**src/rtl/square_pkg.sv**
```systemverilog
// Shared widths and the reference 4-bit square table used by the squarer.
package square_pkg;

  localparam int SQ_IN_W  = 4;
  localparam int SQ_OUT_W = 8;
  localparam logic [SQ_OUT_W-1:0] SQ_MAX = 8'd64;

  // Table lookup of x*x for a signed 4-bit code; unknown codes yield all-X.
  function automatic logic [SQ_OUT_W-1:0] sq4(input logic [SQ_IN_W-1:0] code);
    case (code)
      4'd0:    sq4 = 8'd0;
      4'd1:    sq4 = 8'd1;
      4'd2:    sq4 = 8'd4;
      4'd3:    sq4 = 8'd9;
      4'd4:    sq4 = 8'd16;
      4'd5:    sq4 = 8'd25;
      4'd6:    sq4 = 8'd36;
      4'd7:    sq4 = 8'd49;
      4'd8:    sq4 = SQ_MAX;
      4'd9:    sq4 = 8'd49;
      4'd10:   sq4 = 8'd36;
      4'd11:   sq4 = 8'd25;
      4'd12:   sq4 = 8'd16;
      4'd13:   sq4 = 8'd9;
      4'd14:   sq4 = 8'd4;
      4'd15:   sq4 = 8'd1;
      default: sq4 = 8'bx;
    endcase
  endfunction

endpackage

```
**src/rtl/square_lut_4_bit_rom.sv**
```systemverilog
// Combinational 16-entry square ROM indexed by the raw two's-complement code.
module square_lut_4_bit_rom
  import square_pkg::*;
(
  input  logic        [SQ_IN_W-1:0]  code,
  output logic signed [SQ_OUT_W-1:0] sq
);

  always_comb begin
    case (code)
      4'd0:    sq = 8'sd0;
      4'd1:    sq = 8'sd1;
      4'd2:    sq = 8'sd4;
      4'd3:    sq = 8'sd9;
      4'd4:    sq = 8'sd16;
      4'd5:    sq = 8'sd25;
      4'd6:    sq = 8'sd36;
      4'd7:    sq = 8'sd49;
      4'd8:    sq = $signed(SQ_MAX);
      4'd9:    sq = 8'sd49;
      4'd10:   sq = 8'sd36;
      4'd11:   sq = 8'sd25;
      4'd12:   sq = 8'sd16;
      4'd13:   sq = 8'sd9;
      4'd14:   sq = 8'sd4;
      4'd15:   sq = 8'sd1;
      // Unknown inputs must not masquerade as a valid square.
      default: sq = 8'bx;
    endcase
  end

endmodule

```
**src/rtl/square_lut_4_bit.sv**
```systemverilog
// 4-bit signed squarer: combinational ROM output plus a one-cycle registered copy.
module square_lut_4_bit
  import square_pkg::*;
(
  input  logic                       clk,
  input  logic                       rst,
  input  logic signed [SQ_IN_W-1:0]  in,
  input  logic                       in_valid,
  output logic signed [SQ_OUT_W-1:0] out,
  output logic signed [SQ_OUT_W-1:0] out_q,
  output logic                       out_valid
);

  logic signed [SQ_OUT_W-1:0] sq_p0;
  logic signed [SQ_OUT_W-1:0] sq_p1;
  logic                       vld_p1;

  // Stage p0: table lookup
  square_lut_4_bit_rom u_rom (
    .code (in),
    .sq   (sq_p0)
  );

  assign out = sq_p0;

  // Stage p1: registered result; reset clears the data too so out_q reads 0 after reset
  always_ff @(posedge clk) begin
    if (rst) begin
      sq_p1  <= '0;
      vld_p1 <= 1'b0;
    end else begin
      vld_p1 <= in_valid;
      if (in_valid) sq_p1 <= sq_p0;
    end
  end

  assign out_q     = sq_p1;
  assign out_valid = vld_p1;

endmodule

```
**config.mk**
```make
export PLATFORM = sky130hd
export DESIGN_NAME = square_lut_4_bit
export DESIGN_NICKNAME = d
export VERILOG_FILES = /design/src/rtl/square_pkg.sv /design/src/rtl/square_lut_4_bit_rom.sv /design/src/rtl/square_lut_4_bit.sv
export SDC_FILE = /design/constraint.sdc
export NUM_CORES = 1
export LEC_CHECK = 0
export ABC_AREA = 1
export CAP_MARGIN = 20
export CORE_AREA = 3 3 40 42
export CTS_CLUSTER_DIAMETER = 80
export DETAILED_ROUTE_END_ITERATION = 12
export DIE_AREA = 0 0 43 45
export PLACE_DENSITY = 0.79
export SLEW_MARGIN = 25
export SYNTH_ARGS = -nofsm -noshare
export SYNTH_HDL_FRONTEND = slang
export SYNTH_SLANG_ARGS = --single-unit
```
**constraint.sdc**
```tcl
create_clock -name clk -period 1.8 [get_ports clk]
set_input_delay 0.27 -clock clk [delete_from_list [all_inputs] [get_ports clk]]
set_output_delay 0.27 -clock clk [all_outputs]
set_load 0.02 [all_outputs]
```
# == After elaboration in Yosys (flattened, before gate mapping) ==
# Memories as Yosys holds them, arrays and structs flattened.
# Cells that the tools add are included.
# totals
reg_bits,9
n_memories,1
input_bits,7
word_cells,3
mem_bits_ro,96
output_inout_bits,17
# mem_list
memory,depth,word_bits,rd,rd_ports_with_merged_regs,wr,line,source
(no name shown),16,6,1,0,0,square_lut_4_bit_rom.sv:10,case (code)

# == Depth between registers and ports, before layout ==
# An unclocked memory read counts as a cell.
# logic_depth
ltp_word,1
mapped_depth,8
depth_no_buf,8

# == Cells and area by module ==
# From an unflattened synthesis, not the netlist that was laid out.
# unflattened
hier_cells,80
area_unflattened_um2,520.5
# by_module_without_submodules
module,seq_area_each_um2,instances,area_per_inst_um2,cells_per_inst
square_lut_4_bit,180.2,1,369.1,54
square_lut_4_bit_rom,0.0,1,151.4,26

# == Worst setup path after synthesis ==
# No wires, ideal clock.
# synth_timing
path_type,input to output
start,input port in[0]
end,output port out[4]
required_ns,1.530
stages,6
slack_ns,0.665
t_arrival_ns,0.865
path_buffers,0
path_cell_list,inv_1 ha_1 inv_1 nand2_1 nand3_2 nand2_1
# synth_between
elab_chain_cells,1
# synth_rtl
element,line,source
from (decl),square_lut_4_bit.sv:7,"input logic signed [SQ_IN_W-1:0] in,"
$mem_v2 16x6,--,
to (decl),square_lut_4_bit.sv:9,"output logic signed [SQ_OUT_W-1:0] out,"
# No other way between the ends.

# == Worst setup path after layout ==
# layout_timing
start,input port in[0]
end,output port out[2]
# The elaborated chain is that of the path after synthesis.

==> results_dict.tcl <==
set metrics [dict create \
    via_per_inst 4.29 \
    antenna_found_initial 0 \
    endpoint_kind "primary output" \
    rsz0062_at_grt "no" \
    synth-edff-count 0 \
    drc 0 \
    crit_fanout 3 \
    drive_above_1_share 0.242 \
    setup_viol 0 \
    grt_pass1_vias 432 \
    drtAntennaViolNets 0 \
    swShare 0.305 \
    gp_congestion 0.749 \
    p_clk_frac 0.319 \
    yosysMostFrequentCell "inv_1" \
    fill_cells 131 \
    portBuffers 19 \
    hold_path_depth 2 \
    start_util 0.344 \
    p_sw_mw 0.138 \
    firstDrtPassIters 2 \
    cts_buffer_depth 2 \
    yosysTopAreaCellShare 0.317 \
    grt_pass1_wl_um 1730 \
    drtIter0Drc 2 \
    die_y_um 45 \
    fmax_ghz 0.579 \
    crit_required_ps 1530 \
    worst-r2r-setup-slack_ps 1140 \
    hold_end "out_q[2]" \
    num_rows 13 \
    yosysUniqueCellTypes 17 \
    root_buffer "clkbuf_4" \
    skew_ps 0 \
    criticalPathCategory "input port to primary output" \
    synth-warning-count 0 \
    worst_slack_ps 73.2 \
    ys_seq_elements 7 \
    power_density_nw_per_um2 648 \
    async_flop_share 0 \
    final_area_um2 697 \
    n_antenna_cell 0 \
    dpl_cell_area_um2 688 \
    holdCritStartpoint "out_q[2]" \
    synth_common_cells "10 x inv_1, 9 x nor2_1, 8 x nand2_1" \
    post_drt_wl_per_cell_um 9.52 \
    tritoncts "done" \
    numCtsBuffers 3 \
    min_period_over_period 0.959 \
    synth_ff_type "dfxtp_1" \
    num_vias 455 \
    utilization 0.542 \
    cp.arrival_ps 1460 \
    rr_startpoint "out_q[3]" \
    post-dp-hpwl_um 858 \
    start_kind "input port" \
    hold_violations 0 \
    synthTopCellsByArea "dfxtp_1 32%, ha_1 14%, buf_4 10%" \
    clk_latency_ps 250 \
    p_int_mw 0.314 \
    status "complete, no violations" \
    fp.coreArea_um2 1280 \
    grt.total_usage 0.124 \
    min_period_ps 1730 \
    dpl_worst_slack_ps -370 \
    min-delay-path-class "register to register" \
    htree_levels 1 \
    worstReg2RegEnd "out_q[3]" \
    synth_area_um2 442 \
    fp.dieW_um 43 \
    p_leak_nw 0.392 \
    synthCells 62 \
    numClockSinks 7 \
    comb_power_share 0.307 \
    wl_um 1010 \
    pwr-share-seq 0.375 \
    path_clk_slew_ps 50 \
    grt_max_degree 11 \
    syn_to_final_growth_pct 57.8 \
    synth_area_leader_cell "dfxtp_1" \
    synth_seq_area_share 0.317 \
    ioPinCount 24 \
    crit_start "in[0]" \
    grt_overflow 0 \
    syn_avg_cell_area_um2 7.12 \
    vdd_drop_max_uv 277 \
    finalMaxSlewViolations 0 \
    die-area_um2 1940 \
    fin_nets 104 \
    r2r_cells 4 \
    cap_viol_max_count 0 \
]
## layout by cell type (no fill, tap or decap), drive strengths merged, types with 4 or more instances in the layout
cell type	n
clkbuf	5
nand3	5
dfxtp	7
buf	13
o21ai	5
nor2	10
nand2	9
conb	4
clkdlybuf4s50	13
ha	5
inv	11
## worst max-delay path by stage
stage             end
2_1_floorplan  out[4]
3_3_place_gp   out[5]
3_5_place_dp   out[5]
4_1_cts        out[4]
5_1_grt        out[2]
6_report       out[2]
## worst max-delay path, stage by stage
cell	delay [ps]
clkdlybuf4s50_1	470
inv_1	70
buf_4	140
ha_1	210
clkdlybuf4s15_1	290
## power by group through the flow
stage	combinational [mW]	sequential, mW	clock (mW)
after floorplan	0.0651	0.185	0
after global placement	0.144	0.172	0
after detailed placement	0.146	0.173	0
after CTS	0.142	0.170	0.148
after global routing	0.152	0.171	0.151
final	0.138	0.169	0.144
## cells by family after synthesis
group,after synthesis,share of synthesized area
AND/OR/NAND/NOR,24,0.241
buffers and inverters,18,0.204
AO/OA/AOI/OAI,7,0.0878
flip-flops,7,0.317
adder cells (fa/ha/maj),5,0.142
other,1,0.00849
## cell type report
class	instances	area, um2	area share
Tap cell	15	18.8	0.0269
Clock buffer	4	26.3	0.0377
Sequential cell	7	140	0.201
Inverter	11	41.3	0.0592
Timing Repair Buffer	29	248	0.355
Multi-Input combinational cell	40	223	0.320
## state kept, by name, indices dropped and copies added, names as in the netlist
| register | cells |
|---|---|
| out_q | 6 |
| out_valid | 1 |
## stage by stage
step                total power, mW  std cells  setup TNS, ps  hold WS [ps]
floorplan                     0.250         65              0           342
global route                  0.474        106              0           545
detailed placement            0.319        102          -1410           497
global placement              0.316        102          -1300           479
finish                        0.452        106              0           505
CTS                           0.460        106              0           508
## metal layers
layer  wire, um  vias to the layer above  GRT usage
li1           -                      235          -
met3        114                        2     0.0558
met4         15                        0     0.0783
met5          0                        -          0
met2        493                       21      0.213
met1        385                      197      0.123
## timing repair
action | 4_1_cts | 5_1_grt
endpoints found under the hold margin | 0 | 0
pin swaps | 0 | 0
hold buffers | 0 | 0
buffers inserted | 0 | 0
gates resized for setup | 13 | 5
setup endpoints to repair | 5 | 5
Note: power is estimated with default switching activity, not from simulation.
